--- src/rtl/spi_reg_pkg.sv ---
// Shared types and constants for the SPI register controller.
// Used by spi_reg_ctrl (optional feature macro: SPI_REG_CTRL_ERRCNT_EN).
package spi_reg_pkg;

    typedef enum logic [2:0] {
        IDLE,
        ADDR_WAIT,
        RD_LOAD,
        RD_HOLD,
        WR_WAIT,
        WR_COMMIT,
        DONE
    } spi_ctrl_state_t;

    localparam logic [6:0] ADDR_ID     = 7'h7F;
    localparam logic [6:0] ADDR_ERRCNT = 7'h7E;

    // Widest bank supported; cfg_byte takes a bank zero-padded to this size.
    localparam int CFG_MAX_REGS = 64;

    // Slice byte n out of a flattened config bank.
    function automatic logic [7:0] cfg_byte(input logic [CFG_MAX_REGS*8-1:0] bus,
                                            input logic [5:0]                n);
        return bus[{n, 3'b000} +: 8];
    endfunction

endpackage

--- src/rtl/spi_reg_ctrl.sv ---
// SPI transaction controller and 8-bit config register bank.
// Decodes each frame from spi_slave as a read (tx_d/tx_en) or a write
// (cfg_regs, wr_stb/wr_addr/wr_data).
// Optional build macro SPI_REG_CTRL_ERRCNT_EN adds a saturating error
// counter for unmapped accesses, readable at 0x7E and cleared by writing it.
//
// state     | meaning
// ----------+-----------------------------------------------------------
// IDLE      | between frames, waiting for an addr_dv rising edge
// ADDR_WAIT | down-counting ADDR_DLY cycles until reg_addr is settled
// RD_LOAD   | tx_d holds decoded read data, tx_en still low
// RD_HOLD   | tx_en high, tx_d held until addr_dv falls
// WR_WAIT   | waiting for an rxdv rising edge
// WR_COMMIT | one cycle: write rx_d to the bank (if mapped)
// DONE      | write finished, ignoring rxdv until addr_dv falls
module spi_reg_ctrl
    import spi_reg_pkg::*;
#(
    parameter int         ADDRSZ   = 7,
    parameter int         NREGS    = 16,
    parameter int         ADDR_DLY = 8,
    parameter logic [7:0] ID_VAL   = 8'hA5,
    parameter logic [7:0] CFG_RST  = 8'h00
) (
    input  logic                  clk,
    input  logic                  reset,
    input  logic [ADDRSZ-1:0]     reg_addr,
    input  logic                  addr_dv,
    input  logic [7:0]            rx_d,
    input  logic                  rxdv,
    input  logic                  rw_out,
    output logic [7:0]            tx_d,
    output logic                  tx_en,
    output logic [NREGS*8-1:0]    cfg_regs,
    output logic                  wr_stb,
    output logic [ADDRSZ-1:0]     wr_addr,
    output logic [7:0]            wr_data
);

    spi_ctrl_state_t           state;
    logic [5:0]                cnt;
    logic [ADDRSZ-1:0]         addr_q;
    logic                      addr_dv_q;
    logic                      rxdv_q;
    logic                      addr_rise;
    logic                      rxdv_rise;
    logic [NREGS*8-1:0]        cfg_q;
    logic [CFG_MAX_REGS*8-1:0] cfg_pad;
    logic [7:0]                rd_data;
`ifdef SPI_REG_CTRL_ERRCNT_EN
    logic [7:0]                err_cnt;
`endif

    function automatic logic is_cfg(input logic [ADDRSZ-1:0] a);
        return int'(a) < NREGS;
    endfunction

`ifdef SPI_REG_CTRL_ERRCNT_EN
    function automatic logic is_mapped(input logic [ADDRSZ-1:0] a);
        return is_cfg(a) || (a == ADDRSZ'(ADDR_ID)) || (a == ADDRSZ'(ADDR_ERRCNT));
    endfunction
`endif

    assign cfg_regs  = cfg_q;
    assign addr_rise = addr_dv & ~addr_dv_q;
    assign rxdv_rise = rxdv & ~rxdv_q;

    // Edge-detect history. addr_dv_q resets high so that an addr_dv held
    // high across reset is not taken as a new frame; a low must be seen first.
    always_ff @(posedge clk or posedge reset) begin
        if (reset) begin
            addr_dv_q <= 1'b1;
            rxdv_q    <= 1'b0;
        end else begin
            addr_dv_q <= addr_dv;
            rxdv_q    <= rxdv;
        end
    end

    // Read mux, decoded from the live address so tx_d is registered in the
    // same cycle the address is captured.
    always_comb begin
        cfg_pad                = '0;
        cfg_pad[NREGS*8-1:0]   = cfg_q;
        rd_data                = 8'h00;
        if (is_cfg(reg_addr))
            rd_data = cfg_byte(cfg_pad, reg_addr[5:0]);
        else if (reg_addr == ADDRSZ'(ADDR_ID))
            rd_data = ID_VAL;
`ifdef SPI_REG_CTRL_ERRCNT_EN
        else if (reg_addr == ADDRSZ'(ADDR_ERRCNT))
            rd_data = err_cnt;
`endif
    end

    // Frame sequencing FSM with registered outputs and the config bank.
    always_ff @(posedge clk or posedge reset) begin
        if (reset) begin
            state   <= IDLE;
            cnt     <= '0;
            addr_q  <= '0;
            tx_d    <= 8'h00;
            tx_en   <= 1'b0;
            wr_stb  <= 1'b0;
            wr_addr <= '0;
            wr_data <= 8'h00;
            cfg_q   <= {NREGS{CFG_RST}};
`ifdef SPI_REG_CTRL_ERRCNT_EN
            err_cnt <= 8'h00;
`endif
        end else begin
            wr_stb <= 1'b0;
            case (state)
                IDLE: begin
                    tx_en <= 1'b0;
                    if (addr_rise) begin
                        cnt   <= 6'(ADDR_DLY - 1);
                        state <= ADDR_WAIT;
                    end
                end
                ADDR_WAIT: begin
                    if (!addr_dv) begin
                        state <= IDLE;
                    end else if (cnt == 6'd0) begin
                        addr_q <= reg_addr;
                        if (rw_out) begin
                            tx_d  <= rd_data;
                            state <= RD_LOAD;
`ifdef SPI_REG_CTRL_ERRCNT_EN
                            if (!is_mapped(reg_addr) && err_cnt != 8'hFF)
                                err_cnt <= err_cnt + 8'd1;
`endif
                        end else begin
                            state <= WR_WAIT;
                        end
                    end else begin
                        cnt <= cnt - 6'd1;
                    end
                end
                RD_LOAD: begin
                    if (!addr_dv) begin
                        state <= IDLE;
                    end else begin
                        tx_en <= 1'b1;
                        state <= RD_HOLD;
                    end
                end
                RD_HOLD: begin
                    if (!addr_dv) begin
                        tx_en <= 1'b0;
                        state <= IDLE;
                    end
                end
                WR_WAIT: begin
                    if (!addr_dv)
                        state <= IDLE;
                    else if (rxdv_rise)
                        state <= WR_COMMIT;
                end
                WR_COMMIT: begin
                    if (is_cfg(addr_q)) begin
                        for (int i = 0; i < NREGS; i++) begin
                            if (addr_q == ADDRSZ'(i))
                                cfg_q[i*8 +: 8] <= rx_d;
                        end
                        wr_stb  <= 1'b1;
                        wr_addr <= addr_q;
                        wr_data <= rx_d;
                    end
`ifdef SPI_REG_CTRL_ERRCNT_EN
                    else if (addr_q == ADDRSZ'(ADDR_ERRCNT))
                        err_cnt <= 8'h00;
                    else if (!is_mapped(addr_q) && err_cnt != 8'hFF)
                        err_cnt <= err_cnt + 8'd1;
`endif
                    state <= DONE;
                end
                DONE: begin
                    if (!addr_dv)
                        state <= IDLE;
                end
                default: state <= IDLE;
            endcase
        end
    end

endmodule
--- config.mk ---
export PLATFORM = sky130hd
export DESIGN_NAME = spi_reg_ctrl
export DESIGN_NICKNAME = d
export VERILOG_FILES = /design/src/rtl/spi_reg_pkg.sv /design/src/rtl/spi_reg_ctrl.sv
export SDC_FILE = /design/constraint.sdc
export NUM_CORES = 1
export LEC_CHECK = 0
export BUFFER_PORTS_ARGS = -buffer_cell sky130_fd_sc_hd__buf_2
export CAP_MARGIN = 20
export CORE_MARGIN = 3
export CORE_UTILIZATION = 55
export DETAILED_ROUTE_END_ITERATION = 12
export HOLD_SLACK_MARGIN = 0.12
export PLACE_DENSITY = 0.81
export SKIP_CTS_REPAIR_TIMING = 1
export SLEW_MARGIN = 40
export SYNTH_ARGS = -nofsm -noshare
export SYNTH_HDL_FRONTEND = slang
export SYNTH_SLANG_ARGS = --single-unit
--- constraint.sdc ---
create_clock -name clk -period 9.7 [get_ports clk]
set_clock_uncertainty 0.15 [all_clocks]
set_input_delay 0.97 -clock clk [delete_from_list [all_inputs] [get_ports clk]]
set_output_delay 0.97 -clock clk [all_outputs]
set_load 0.02 [all_outputs]
### Yosys cells after proc, flatten, opt, wreduce, memory -nomap -nowiden

Index checks and enable logic that the tools add are counted.

* bits in registers: 171
* input bits: 20
* word-level logic and storage cells: 112

* add/sub/neg operators: 1
* $lt $le $gt $ge: 2
* equal/unequal tests: 30
* shift-type cells: 1
* muxes and demuxes: 20
* bitwise operators: 4
* reduce and logical (&&, ||, !) cells: 28

Operators with widths (number)
* variable part select 512 x 10 -> 8 bit: 1
* == test 7 x 4 -> 1 bit, second input constant: 8
* AND reduction 3 bit: 18
* == test 7 x 3 -> 1 bit, second input constant: 4
* 2-to-1 mux 3 bit: 7
* 2-to-1 mux 6 bit: 3
* case mux 3 bit (6 select lines): 1
* 2-to-1 mux 8 bit: 2
* == test 7 x 2 -> 1 bit, second input constant: 2
* less-than comparator 7 x 5 -> 1 bit, second input constant: 2
* != test 2 bit, second input constant: 6
* case mux 6 bit (2 select lines): 1
* AND reduction 4 bit: 3
* == test 3 bit, second input constant: 3
* == test 7 x 1 -> 1 bit, second input constant: 1
* == test 7 bit, second input constant: 1
* logical NOT 7 bit: 1
* == test 3 x 2 -> 1 bit, second input constant: 2
* logical NOT 6 bit: 1
* != test 3 bit, second input constant: 2
* subtractor 6 x 1 -> 6 bit, second input constant: 1
* 2-to-1 mux 1 bit: 4
* == test 3 x 1 -> 1 bit, second input constant: 1
* logical NOT 3 bit: 1
* 8 further kinds: 10

### Depth between registers and ports, before layout

* depth after elaboration: 5
* depth in mapped cells: 7

### Worst setup path after synthesis

No wires, ideal clock.

* kind: input-to-reg
* start: input port reg_addr[2]
* end: register tx_d[0]
* library setup time: 0.133 ns
* data arrival time: 2.784 ns
* required time: 9.417 ns
* setup slack: 6.633 ns
* cell stages on the path: 7
* cell sequence: buf_2 > buf_1 > clkbuf_1 > mux4_2 > mux2_2 > nand4_1 > o211ai_1

* word-level cells in the longest chain between the ends: 3

Ends and longest elaborated chain
* start: declaration: line spi_reg_ctrl.sv:27 `input logic [ADDRSZ-1:0] reg_addr,`
* branches (longest 2 deep; another with variable part select 512 x 10 -> 8 bit)
* 2-to-1 mux 8 bit (*): line spi_reg_ctrl.sv:86 `if (is_cfg(reg_addr))`
* end signal: assignment: line spi_reg_ctrl.sv:127 `tx_d <= rd_data;`
* end: declaration: line spi_reg_ctrl.sv:32 `output logic [7:0] tx_d,`

Every way passes the cells marked *.
A chain may end at the register's enable or synchronous reset.

### Worst setup path in the final report

* start: register state[1]
* end: register cfg_q[38] (netlist: cfg_regs[38])

* word-level cells in the longest chain between the ends: 2

Ends and longest elaborated chain
* start: declaration: line spi_reg_ctrl.sv:40 `spi_ctrl_state_t state;`
* start signal: assignment: line spi_reg_ctrl.sv:99 `state <= IDLE;`
* start signal: assignment: line spi_reg_ctrl.sv:118 `state <= ADDR_WAIT;`
* start signal: assignment: line spi_reg_ctrl.sv:123 `state <= IDLE;`
* == test 3 bit: line spi_reg_ctrl.sv:113 `case (state)`
* AND reduction 3 bit (no source line)
* end signal: assignment: line spi_reg_ctrl.sv:107 `cfg_q <= {NREGS{CFG_RST}};`
* end signal: indexed assignment: line spi_reg_ctrl.sv:164 `cfg_q[i*8 +: 8] <= rx_d;`
* end: declaration: line spi_reg_ctrl.sv:47 `logic [NREGS*8-1:0] cfg_q;`

Every way passes these cells.

==> results_dict.tcl <==
set metrics [dict create \
    grt_pass1_wl_um 33080 \
    antenna_left 0 \
    area_delta_synth_final_pct 19.97 \
    ys_types 48 \
    ios 173 \
    synth_warnings 0 \
    antenna_found_initial 0 \
    clockRootBuffer "clkbuf_16" \
    maxSlewViolCount 0 \
    gp_congestion 0.8127 \
    grt_pass1_vias 5702 \
    clk_pin_slew_ps 60 \
    drtIter0Drc 441 \
    grt.total_usage 0.2746 \
    synth_seq_cells 171 \
    syn-num-nets 542 \
    first_pass_iters 5 \
    rsz0062_at_grt "no" \
    cp_max_fo 11 \
    worst_pin_slew_ps 765.1 \
    start_kind "flip-flop" \
    path_class "flip-flop to flip-flop" \
    via_per_inst 6.231 \
    critical_path_arrival_ps 3260 \
    crit_family "simple AND/OR/NAND/NOR gates" \
    finalHoldViolations 0 \
    fin_crit_ps 3099 \
    slew_headroom 0.4861 \
    tritoncts "done" \
    syn_inst 520 \
    hold_class "flip-flop to flip-flop" \
    cp-end-kind "flip-flop" \
    max_stage_delay_ps 740 \
    synth_area_sq_um 7836 \
    syn_avg_cell_area_sq_um 15.07 \
    seq_area_frac_synth 0.5462 \
    initial_utilization 0.5757 \
    fmax_mhz 322.6 \
    placed_cells 837 \
    finalCritPeriodShare 0.3195 \
    hp-start "wr_addr[4]" \
    r2r-start "state[1]" \
    numCtsBuffers 17 \
    portBuffers 172 \
    status "completed" \
    coreArea_sq_um 13610 \
    clock_latency_ps 420 \
    rrSetupSlack_ps 6600 \
    remaining_drc_errors 0 \
    num_rows 42 \
    reg2reg_depth 5 \
    wire_per_inst_um 24.45 \
    drive_above_1_share 0.5849 \
    final_cells 865 \
    htreeDepth 4 \
    final.setup.tns_ps 0 \
    whs_path_depth 1 \
    maxCapViolCount 0 \
    vias 5390 \
    die_height_um 125.4 \
    power.density_nw_per_um2 175.4 \
    setup_viol 0 \
    path_cells "or4_4 -> or2_1 -> buf_6 -> or4_1 -> mux2_2" \
    grt_overflow_total 0 \
    antenna_cells 0 \
    p_leak_nw 4.464 \
    dpl.hpwl_um 14340 \
    die_w_um 125.4 \
    die-area_sq_um 15720 \
    grt_max_degree 128 \
    whs_endpoint "wr_addr[4]" \
    fin_nets 703 \
    clockBufferDepth 2 \
    ir_drop_uv 137.8 \
    path_buf_inv 1 \
    cp_slowest_cell "or4_1" \
    r2r-end "cfg_regs[38]" \
    required_ps 9860 \
    drt-total-wl_um 21150 \
    clock_sinks 171 \
]
## area by class of cell
| type | instances | area [sq um] |
|---|---|---|
| Sequential cell | 171 | 4280 |
| Fill cell | 949 | 4209 |
| Timing Repair Buffer | 174 | 884.6 |
| Multi-Input combinational cell | 309 | 3398 |
| Clock buffer | 20 | 456.7 |
| Clock inverter | 7 | 118.9 |
| Inverter | 8 | 42.54 |
| Tap cell | 176 | 220.2 |
## cells in the mapped netlist, drive strengths merged
master   count  area share
nand4        6      0.0048
nor3         3      0.0040
or4          4      0.0053
or3          4      0.0032
ha           2      0.0032
mux2       149        0.22
nand3        4      0.0032
nand2b       3      0.0024
o311ai       1      0.0011
clkbuf      25       0.012
o21a         1     0.00096
or4b         3      0.0038
or2          1     0.00080
inv          8      0.0038
o22ai        1     0.00080
nand4bb      1      0.0014
dfrtp      170        0.54
nor2        10      0.0057
nor4         3      0.0043
o211ai       4      0.0038
o21ai        9      0.0057
buf          7      0.0067
dfstp        1      0.0034
nand2       16      0.0086
and2         4      0.0032
a31oi        2      0.0016
mux2i       21       0.027
nor4b        2      0.0030
a21oi        9      0.0057
nand3b       1     0.00096
o41ai        1      0.0011
nor3b        3      0.0029
o32ai        1      0.0011
mux4        32       0.092
o31ai        1     0.00096
nor2b        3      0.0024
a22o         4      0.0045
## power breakdown
| group | internal, mW | switching, mW |
|---|---|---|
| sequential | 0.748 | 0.0374 |
| combinational | 0.0776 | 0.109 |
| clock | 0.412 | 0.266 |
## flip-flops by register name, indices dropped and copies added (netlist names)
name       flops
cfg_regs     128
tx_d           8
wr_data        8
addr_q         7
wr_addr        7
cnt            6
state          3
addr_dv_q      1
rxdv_q         1
tx_en          1
wr_stb         1
## per-layer routing
| layer | wire, um | track usage | part of all wire |
|---|---|---|---|
| met1 | 8387 | 0.3628 | 0.40 |
| met2 | 10630 | 0.4524 | 0.50 |
| met3 | 1557 | 0.06610 | 0.074 |
| met4 | 575 | 0.09056 | 0.027 |
| met5 | 0 | 0 | 0 |
## worst max path at each step
stage	slack (ps)	to	from	cells past startpoint
2_1_floorplan	3950	addr_q[0]	reset	1
3_3_place_gp	6600	cfg_regs[36]	state[1]	4
3_5_place_dp	6540	cnt[5]	addr_dv	5
4_1_cts	6570	cfg_regs[34]	state[1]	4
5_1_grt	6540	cfg_regs[35]	state[1]	5
6_report	6600	cfg_regs[38]	state[1]	5
## kinds of logic (layout without fill, tap and decap cells)
logic type | count (synthesis) | after routing | synth area share
AO/OA/AOI/OAI | 34 | 34 | 0.02746
multiplexers | 202 | 202 | 0.3406
flip-flops | 171 | 171 | 0.5462
AND/OR/NAND/NOR | 71 | 71 | 0.06004
adder cells (fa/ha/maj) | 2 | 2 | 0.003193
buffers and inverters | 40 | 209 | 0.02251
## worst reg2reg max path: cells and delay by family, from the launching register on
family	cells	cell delay (ps)
buf+inv	1	230
flops	1	460
mux	1	380
simple gates	3	1770
## cells in the final DEF (no fill, tap or decap), types with 3 or more instances in the layout
cell type and instances:
a21oi_1 9, a22o_1 4, and2_1 4, buf_2 170
buf_4 3, bufinv_16 3, clkbuf_16 17, dfrtp_1 170
inv_1 7, mux2_2 133, mux2_4 16, mux2i_1 21
mux4_2 32, nand2_1 13, nand2_2 3, nand2b_1 3
nand3_1 3, nand4_1 6, nor2_1 7, nor2_2 3
nor2b_1 3, nor3b_1 3, o211ai_1 4, o21ai_0 9
or3_1 4, or4_4 3, or4b_2 3
## stage by stage
step,instance area [sq um],total power [mW],hold slack [ps],utilization,setup slack [ps]
floorplan,7836,0.9172,320.1,-,3950
global placement,8783,0.9704,313.3,0.6453,6598
detailed placement,8791,0.9809,321.1,0.6459,6543
CTS,9366,1.653,334.4,0.6882,6569
global route,9402,1.703,339.3,0.6908,6540
finish,9402,1.649,326.3,0.6908,6601
No activity file was read; power rests on OpenSTA's default activity.
